[src/rtl/serial_pkg.sv]
// Shared definitions for the serial bit feeder: FSM states and a width helper.
package serial_pkg;

    // Feeder FSM: waiting for a word, or shifting one out.
    typedef enum logic {
        IDLE  = 1'b0,
        SHIFT = 1'b1
    } state_e;

    // Bits needed to count 0..value-1, never less than one bit.
    function automatic int clog2_min1(input int value);
        int w;
        w = 1;
        while ((1 << w) < value) begin
            w = w + 1;
        end
        return w;
    endfunction

endpackage

[src/rtl/serial_bit_feeder_rate_divider.sv]
// Bit-period divider: counts clocks while enabled and ticks on the last clock of each period.
module rate_divider #(
    parameter int TICK_DIV = 25000000
) (
    input  logic clock,
    input  logic reset,
    input  logic clear,
    input  logic enable,
    output logic tick
);
    import serial_pkg::*;

    localparam int            CW   = clog2_min1(TICK_DIV);
    localparam logic [CW-1:0] LAST = CW'(TICK_DIV - 1);

    logic [CW-1:0] div_cnt_q;
    logic [CW-1:0] div_cnt_d;

    assign tick = enable && (div_cnt_q == LAST);

    // Next count: clear restarts the period, otherwise count up and wrap after LAST.
    always_comb begin
        div_cnt_d = div_cnt_q;
        if (clear) begin
            div_cnt_d = '0;
        end else if (enable) begin
            if (div_cnt_q == LAST) begin
                div_cnt_d = '0;
            end else begin
                div_cnt_d = div_cnt_q + CW'(1);
            end
        end
    end

    // Count register with synchronous reset.
    always_ff @(posedge clock) begin
        if (reset) begin
            div_cnt_q <= '0;
        end else begin
            div_cnt_q <= div_cnt_d;
        end
    end

endmodule

[src/rtl/serial_bit_feeder.sv]
// Serial bit feeder: shifts a latched word out MSB-first, one bit per TICK_DIV clocks,
// optionally repeating the word back-to-back, with a strobe on the last clock of each bit.
module serial_bit_feeder #(
    parameter int WIDTH    = 8,
    parameter int TICK_DIV = 25000000
) (
    input  logic                     clock,
    input  logic                     reset,
    input  logic                     load,
    input  logic [WIDTH-1:0]         data_in,
    input  logic                     repeat_en,
    input  logic                     abort,
    output logic                     w_out,
    output logic                     w_valid,
    output logic                     bit_strobe,
    output logic                     busy,
    output logic                     done,
    output logic [$clog2(WIDTH)-1:0] bit_idx
);
    import serial_pkg::*;

    localparam int            IW      = $clog2(WIDTH);
    localparam logic [IW-1:0] TOP_IDX = IW'(WIDTH - 1);

    state_e           state_q;
    state_e           state_d;
    logic [WIDTH-1:0] word_q;
    logic [WIDTH-1:0] word_d;
    logic [WIDTH-1:0] shreg_q;
    logic [WIDTH-1:0] shreg_d;
    logic [IW-1:0]    bit_idx_q;
    logic [IW-1:0]    bit_idx_d;
    logic             done_q;
    logic             done_d;
    logic             in_shift;
    logic             last_bit;
    logic             div_clear;

    assign in_shift = (state_q == SHIFT);
    assign last_bit = bit_strobe && (bit_idx_q == '0);

    rate_divider #(
        .TICK_DIV(TICK_DIV)
    ) u_rate_divider (
        .clock (clock),
        .reset (reset),
        .clear (div_clear),
        .enable(in_shift),
        .tick  (bit_strobe)
    );

    // State transitions: abort beats the end-of-word decision; load only counts in IDLE.
    always_comb begin
        state_d = state_q;
        case (state_q)
            IDLE: begin
                if (load) begin
                    state_d = SHIFT;
                end
            end
            SHIFT: begin
                if (abort) begin
                    state_d = IDLE;
                end else if (last_bit && !repeat_en) begin
                    state_d = IDLE;
                end
            end
            default: state_d = IDLE;
        endcase
    end

    // Datapath: capture on load, shift on each strobe, reload or finish after the last bit.
    always_comb begin
        word_d    = word_q;
        shreg_d   = shreg_q;
        bit_idx_d = bit_idx_q;
        done_d    = 1'b0;
        div_clear = 1'b0;
        case (state_q)
            IDLE: begin
                if (load) begin
                    word_d    = data_in;
                    shreg_d   = data_in;
                    bit_idx_d = TOP_IDX;
                    div_clear = 1'b1;
                end
            end
            SHIFT: begin
                if (abort) begin
                    bit_idx_d = TOP_IDX;
                    div_clear = 1'b1;
                end else if (bit_strobe) begin
                    if (bit_idx_q != '0) begin
                        shreg_d   = shreg_q << 1;
                        bit_idx_d = bit_idx_q - IW'(1);
                    end else if (repeat_en) begin
                        shreg_d   = word_q;
                        bit_idx_d = TOP_IDX;
                    end else begin
                        bit_idx_d = TOP_IDX;
                        done_d    = 1'b1;
                    end
                end
            end
            default: begin
                bit_idx_d = TOP_IDX;
            end
        endcase
    end

    // State and datapath registers; reset clears everything and parks the index at the MSB.
    always_ff @(posedge clock) begin
        if (reset) begin
            state_q   <= IDLE;
            word_q    <= '0;
            shreg_q   <= '0;
            bit_idx_q <= TOP_IDX;
            done_q    <= 1'b0;
        end else begin
            state_q   <= state_d;
            word_q    <= word_d;
            shreg_q   <= shreg_d;
            bit_idx_q <= bit_idx_d;
            done_q    <= done_d;
        end
    end

    assign w_out   = in_shift & shreg_q[WIDTH-1];
    assign w_valid = in_shift;
    assign busy    = in_shift;
    assign done    = done_q;
    assign bit_idx = bit_idx_q;

endmodule

[config.mk]
export PLATFORM = sky130hd
export DESIGN_NAME = serial_bit_feeder
export DESIGN_NICKNAME = d
export VERILOG_FILES = /design/src/rtl/serial_pkg.sv /design/src/rtl/serial_bit_feeder_rate_divider.sv /design/src/rtl/serial_bit_feeder.sv
export SDC_FILE = /design/constraint.sdc
export NUM_CORES = 1
export LEC_CHECK = 0
export ABC_CLOCK_PERIOD_IN_PS = 5700
export CAP_MARGIN = 30
export CORE_UTILIZATION = 44
export CTS_BUF_LIST = sky130_fd_sc_hd__clkbuf_4
export CTS_CLUSTER_DIAMETER = 40
export DETAILED_ROUTE_END_ITERATION = 12
export GPL_ROUTABILITY_DRIVEN = 1
export GPL_TIMING_DRIVEN = 0
export MAX_ROUTING_LAYER = met4
export SLEW_MARGIN = 40
export SYNTH_ARGS = -nofsm -noshare
export SYNTH_HDL_FRONTEND = slang
export SYNTH_SLANG_ARGS = --single-unit
[constraint.sdc]
create_clock -name clock -period 5.7 [get_ports clock]
set_input_delay 0.57 -clock clock [delete_from_list [all_inputs] [get_ports clock]]
set_output_delay 0.57 -clock clock [all_outputs]
set_load 0.1 [all_outputs]
==> impl_metrics.json, run 1 <==
{
  "maxCapViolCount": 0,
  "rr_endpoint": "u_rate_divider.div_cnt_q[21]$_SDFFE_PP0P_",
  "setup_violations": 0,
  "crit_path_end": "bit_strobe",
  "finalSetupTns_ps": 0,
  "cts_tree": "built",
  "ant_nets": 0,
  "finalHoldViolCount": 0,
  "die_area_sq_mm": 0.005341,
  "slew_violations": 0,
  "wirelength_microns": 4895,
  "crit_path_end_kind": "output port",
  "async_flop_share": 0,
  "core_sq_mm": 0.004786,
  "grt_max_degree": 14,
  "io_buffers": 20,
  "avgSynthCellArea_sq_um": 8.265,
  "worst_pin_slew_ps": 667.2,
  "cts_setup_buffers": 0,
  "ctsHoldBuffers": 0,
  "critical_path_required_ps": 5130,
  "postCtsResizedCells": 0,
  "cp.depth": 5,
  "period_share": 0.5488,
  "diodes": 0,
  "power-per-cell-area_mw_per_mm2": 233.6,
  "ys.warnings.count": 0,
  "path_delay_family": "simple AND/OR/NAND/NOR gates",
  "path_clk_slew_ps": 130,
  "area_delta_synth_final_pct": 14.97,
  "r2r_start": "u_rate_divider.div_cnt_q[14]$_SDFFE_PP0P_",
  "critical_path_class": "register to output port",
  "fmax_mhz": 319.7,
  "reg2reg_depth": 6,
  "syn-num-nets": 285,
  "initialDrtViolationCount": 106,
  "yosysSeqAreaShare": 0.4142,
  "syn_inst": 269,
  "insertion_delay_ps": 350,
  "grtUsageTotal": 0.2139,
  "routedWlPerCell_microns": 13.45,
  "vias": 1936,
  "grt_pass1_wl_microns": 8500,
  "ys_ff_latch": 46,
  "fp-row-count": 25,
  "r2r_setup_slack_ps": 3290,
  "cp_max_fo": 4,
  "htreeDepth": 2,
  "die_h_microns": 73.09,
  "cp_slowest_cell": "or4_1",
  "skew_ps": 15.06,
  "ys.flop_type": "dfxtp_1",
  "cp_cell_sequence": "or4_1 -> or3_4 -> or3_1 -> nor2_1 -> buf_2",
  "nNetsFinal": 312,
  "status": "finished clean",
  "drc": 0,
  "antenna_found_initial": 0,
  "arrival_ps": 2560,
  "slowest_delay_ps": 540,
  "gp_congestion": 0.8479,
  "synth_edf_count": 0,
  "clock-sinks": 46,
  "critPathBufInv": 1,
  "leakage_uw": 0.0009162,
  "period_needed_ps": 3128,
  "drt-vias-per-instance": 5.319,
  "overflow": 0,
  "hpwlAfterDp_microns": 3480,
  "relSlewSlack": 0.5515,
  "cts_buffer_depth": 2,
  "firstDrtPassIters": 5,
  "grt_pass1_vias": 1780,
  "ys_types": 39,
  "initial_utilization": 0.4646,
  "clock-root-buffer": "clkbuf_4",
  "utilization": 0.5341,
  "ios": 21,
  "hold_path.class": "register to register",
  "drive_gt1_frac": 0.09428,
  "crit_path_start_kind": "register",
  "max-vdd-ir-drop_uv": 167.2,
  "cts_buffers": 5,
  "syn_area_sq_mm": 0.002223,
  "rsz0062_at_grt": "false",
  "chipWidth_microns": 73.09,
  "cp-startpoint": "u_rate_divider.div_cnt_q[9]$_SDFFE_PP0P_"
}
[layout by cell type, fill, tap and decap left out, types with 11 or more instances in the layout]
cell | Yosys | routed
nand3_1 | 13 | 13
nor2_1 | 39 | 39
nand2_1 | 35 | 35
xnor2_1 | 12 | 12
dfxtp_1 | 46 | 46
clkdlybuf4s50_1 | 0 | 12
a21oi_1 | 17 | 17
nand4_1 | 13 | 13
buf_2 | 3 | 11
xor2_1 | 11 | 11
clkbuf_1 | 11 | 11
[logic make-up after synthesis]
group | share of synthesized area
multiplexers | 0.03658
flip-flops | 0.4142
XOR/XNOR | 0.09060
adder cells (fa/ha/maj) | 0.01688
AO/OA/AOI/OAI | 0.09905
buffers and inverters | 0.04221
AND/OR/NAND/NOR | 0.3005
[layer usage]
layer	GRT usage	routed length, microns	up-vias
li1	-	-	997
met1	0.2729	2434	899
met2	0.3457	2245	34
met3	0.04144	166	6
met4	0.05664	48	0
met5	-	0	-
[where the power goes]
part / switching, uW / leakage [uW] / internal (uW) / total [uW]
sequential: 4.16 / 0.000374 / 330 / 334
combinational: 38.7 / 0.000496 / 22.3 / 61.0
clock: 99.5 / 0.0000463 / 103 / 202
total: 142 / 0.000916 / 455 / 597
[sequential cells by signal (all words and copies together), names as in the netlist]
register                  flops
shreg_q                       8
done                          1
u_rate_divider.div_cnt_q     25
word_q                        8
bit_idx                       3
busy                          1
[cell usage after synthesis (2+ instances only)]
cell type | number | area share
ha_1 | 3 | 0.017
o221ai_1 | 7 | 0.028
a21oi_1 | 17 | 0.038
nor2_1 | 39 | 0.066
clkbuf_1 | 11 | 0.019
nand2_1 | 35 | 0.059
inv_1 | 8 | 0.014
buf_2 | 3 | 0.0068
nand4_1 | 13 | 0.037
xor2_1 | 11 | 0.043
xnor2_1 | 12 | 0.047
nor4bb_1 | 2 | 0.0090
dfxtp_1 | 46 | 0.41
nand2b_1 | 3 | 0.0084
mux2i_1 | 7 | 0.032
nor2b_1 | 2 | 0.0056
o21ai_0 | 2 | 0.0045
nor4_1 | 4 | 0.011
or4_1 | 5 | 0.017
and3_1 | 3 | 0.0084
nor3_1 | 6 | 0.014
nand3_1 | 13 | 0.029
[worst register-to-register path, cell delays in order (launching register included)]
cell and delay, ps:
dfxtp_1 330, clkbuf_1 250, nand4_1 350, or4_1 680, a21oi_2 340, buf_2 290, nor2_1 70
[cell type report]
| cell class | instances | area, sq um |
|---|---|---|
| flip-flops and latches | 46 | 920.9 |
| clock inverters | 1 | 30.03 |
| repair buffers | 20 | 160.2 |
| well taps | 67 | 83.83 |
| plain buffers | 15 | 63.81 |
| inverters | 8 | 30.03 |
| clock buffers | 7 | 52.55 |
| multi-input cells | 200 | 1215 |
| fillers | 493 | 2230 |
[metrics by stage]
stage	area, sq um	std cells	worst slack [ps]	hold WS [ps]	total power (uW)
4_1_cts	2556	364	2557	468.6	607.0
3_5_place_dp	2474	356	2973	449.8	402.8
6_report	2556	364	2572	465.8	597.2
5_1_grt	2556	364	2469	493.4	629.7
2_1_floorplan	2223	269	2354	435.7	381.2
3_3_place_gp	2507	356	2272	443.5	403.4
[worst min-delay path by stage]
stage          slack [ps]                   start  depth (start not counted)                      to
6_report              470  word_q[2]$_SDFFE_PP0P_                          2  word_q[2]$_SDFFE_PP0P_
5_1_grt               490  word_q[2]$_SDFFE_PP0P_                          2  word_q[2]$_SDFFE_PP0P_
4_1_cts               470  word_q[2]$_SDFFE_PP0P_                          2  word_q[2]$_SDFFE_PP0P_
3_5_place_dp          450  word_q[2]$_SDFFE_PP0P_                          2  word_q[2]$_SDFFE_PP0P_
3_3_place_gp          440  word_q[2]$_SDFFE_PP0P_                          2  word_q[2]$_SDFFE_PP0P_
2_1_floorplan         440  word_q[1]$_SDFFE_PP0P_                          2  word_q[1]$_SDFFE_PP0P_
No activity file was read; power rests on OpenSTA's default activity.
==> inputs of run 2 (changes only) <==
- ABC_CLOCK_PERIOD_IN_PS: 5700 -> 3300
- clock period: 5.7 -> 3.3 ns (I/O delays scaled with it)
==> results of run 2 <==
Same layout as run 1 (identical final DEF). Status: finished clean.
Main changes from that run: setup slack after placement 2973 ps -> 812.9 ps; setup slack after layout 2572 ps -> 411.8 ps; register-to-register setup slack 3290 ps -> 890 ps; total power 597.2 uW -> 1032 uW; worst IR drop on VDD 167.2 uV -> 288.7 uV
==> inputs of run 3 (changes only) <==
- ABC_AREA: default -> 1
==> run 3 against run 2 <==
Critical path depth up 3. Critical path type unchanged. Clock-buffer cell count down 1. Synthesized cell count up 30%. Worst hold slack worse by 8.2 ps. Cell area up 11%. Clock power down 22%. Wire length up 8.4%. Die area up 13%. Setup slack better by 520 ps. Sequential cell count unchanged. Maximum frequency up 22%.
==> impl_metrics.json, run 3 <==
{
  "clock-root-buffer": "clkbuf_4",
  "cts_tree": "built",
  "clock-sinks": 46,
  "place_inst": 441,
  "ys_ff_latch": 46,
  "finalSetupTns_ps": 0,
  "async_flop_share": 0,
  "fp-row-count": 27,
  "cts_buffers": 5,
  "p_seq_frac": 0.555,
  "ys.flop_type": "dfxtp_1",
  "setup_violations": 0,
  "slew_violations": 0,
  "regMostFlops": "u_rate_divider.div_cnt_q",
  "power-per-cell-area_mw_per_mm2": 378.7,
  "maxCapViolCount": 0,
  "grt_max_degree": 14,
  "core_sq_mm": 0.005507,
  "io_buffers": 20,
  "chipWidth_microns": 77.70,
  "ys_types": 33,
  "wl_met3_microns": 148,
  "nFillCells": 573,
  "top_layer_used": "met4",
  "drt-met1-wl_microns": 2626,
  "combPwrFrac": 0.190,
  "critical_path_required_ps": 2970,
  "layout_commonest_cell": "nand2_1",
  "largest_reg_flops": 25,
  "top_regs": "u_rate_divider.div_cnt_q (25), shreg_q (8), word_q (8)",
  "drt-vias-per-instance": 4.829,
  "fmax_mhz": 422.1,
  "die_area_sq_mm": 0.006037,
  "drc": 0,
  "grt_pass1_vias": 2036,
  "wl_met2_microns": 2472,
  "hpwlAfterDp_microns": 3973,
  "whs_ps": 457.6,
  "ys.warnings.count": 0,
  "grtUsageTotal": 0.2036,
  "cp_max_fo": 3,
  "grt_pass1_wl_microns": 9384,
  "wirelength_microns": 5308,
  "netSwitchingFraction": 0.3078,
  "firstDrtPassIters": 6,
  "cts_setup_buffers": 0,
  "insertion_delay_ps": 360,
  "r2r_start": "bit_idx[0]$_SDFFE_PP1P_",
  "routedWlPerCell_microns": 11.82,
  "status": "finished clean",
  "area_delta_synth_final_pct": 12.06,
  "initial_utilization": 0.4579,
  "p_int_uw": 740.7,
  "vias": 2168,
  "mostFrequentLayoutCells": "nand2_1, nor2_1, dfxtp_1",
  "instances_no_fill": 449,
  "postCtsResizedCells": 0,
  "yosys-top-cells-count": "nand2_1, nor2_1, dfxtp_1",
  "leakage_uw": 0.001209,
  "yosysTopAreaCell": "dfxtp_1",
  "skew_ps": 5.411,
  "crit_path_end_kind": "output port",
  "syn-num-nets": 365,
  "overflow": 0,
  "diodes": 0,
  "ios": 21,
  "cp-startpoint": "u_rate_divider.div_cnt_q[0]$_SDFFE_PP0P_",
  "finalHoldViolCount": 0,
  "multi_input_area_sq_mm": 0.001361,
  "synth_edf_count": 0,
  "critical_path_class": "register to output port",
  "hp-start": "word_q[4]$_SDFFE_PP0P_",
  "avgSynthCellArea_sq_um": 7.224,
  "drive_gt1_frac": 0.1538,
  "synth_top_area_frac": 0.3653,
  "utilization": 0.5131,
  "hold_path.class": "register to register",
  "regArea_sq_um": 920.9,
  "worst_pin_slew_ps": 564.6,
  "ys_top_cells_by_area": "dfxtp_1, nand2_1, nor2_1, inv_1, nand3_1",
  "ant_nets": 0,
  "clockPowerShare": 0.255,
  "cts_buffer_depth": 2,
  "rsz0062_at_grt": "false",
  "arrival_ps": 2040,
  "yosysSeqAreaShare": 0.3653,
  "die_h_microns": 77.70,
  "syn_area_sq_mm": 0.002521,
  "period_share": 0.7178,
  "power_uw": 1070,
  "max-vdd-ir-drop_uv": 195.5,
  "syn_inst": 349,
  "htreeDepth": 2,
  "antenna_found_initial": 0,
  "initialDrtViolationCount": 78,
  "gp_congestion": 0.7779,
  "power_switching_uw": 329.3,
  "nNetsFinal": 392,
  "ctsHoldBuffers": 0,
  "synth_most_common_cell": "nand2_1",
  "path_clk_slew_ps": 130,
  "crit_path_start_kind": "register",
  "period_needed_ps": 2369,
  "relSlewSlack": 0.6236
}
==> run 3: cells by family (layout without fill, tap and decap cells) <==
group                    after synthesis  count (layout)  synth area share
adder cells (fa/ha/maj)                3               3           0.01489
AND/OR/NAND/NOR                      186             186            0.3573
multiplexers                           7               7           0.02779
XOR/XNOR                              12              12           0.04169
AO/OA/AOI/OAI                         42              42           0.09827
flip-flops                            46              46            0.3653
buffers and inverters                 53              81           0.09479
==> run 3: metrics by stage <==
step | instance area [sq um] | setup slack [ps]
2_1_floorplan | 2521 | 919.5
3_3_place_gp | 2811 | 612.7
3_5_place_dp | 2771 | 1312
4_1_cts | 2825 | 885.3
5_1_grt | 2825 | 734.2
6_report | 2825 | 931.1
==> run 3: final timing paths <==
path	endpoint	slack [ps]	cells past startpoint
max reg2reg	shreg_q[3]$_SDFFE_PP0P_	1420	9
min reg2reg	word_q[4]$_SDFFE_PP0P_	460	2
max	bit_strobe	930	8
min	word_q[4]$_SDFFE_PP0P_	460	2
==> run 3: worst max-delay path, cell delays in order, from the launching register on <==
cell and delay, ps:
dfxtp_1 400, ha_1 210, inv_1 50, nor2_1 120, nand2_2 100, nor2_4 130, nand3_1 170, inv_1 80
buf_2 420
==> run 3: final cells by class <==
cell class,count,area share
well taps,72,0.03189
clock inverters,2,0.003100
inverters,43,0.05713
clock buffers,6,0.01594
plain buffers,10,0.02746
multi-input cells,250,0.4818
repair buffers,20,0.05669
flip-flops and latches,46,0.3260
==> run 3: metal layers <==
metal  track usage  vias up
met1        0.2469      969
li1              -     1163
met5             -        -
met3       0.03882        7
met4       0.06226        0
met2        0.3407       29
==> run 3: power by group through the flow <==
stage	clock network, uW	registers [uW]	logic, uW
floorplan	0	628	132
global placement	0	606	208
detailed placement	0	606	204
CTS	284	594	205
global route	309	598	225
finish	272	594	204
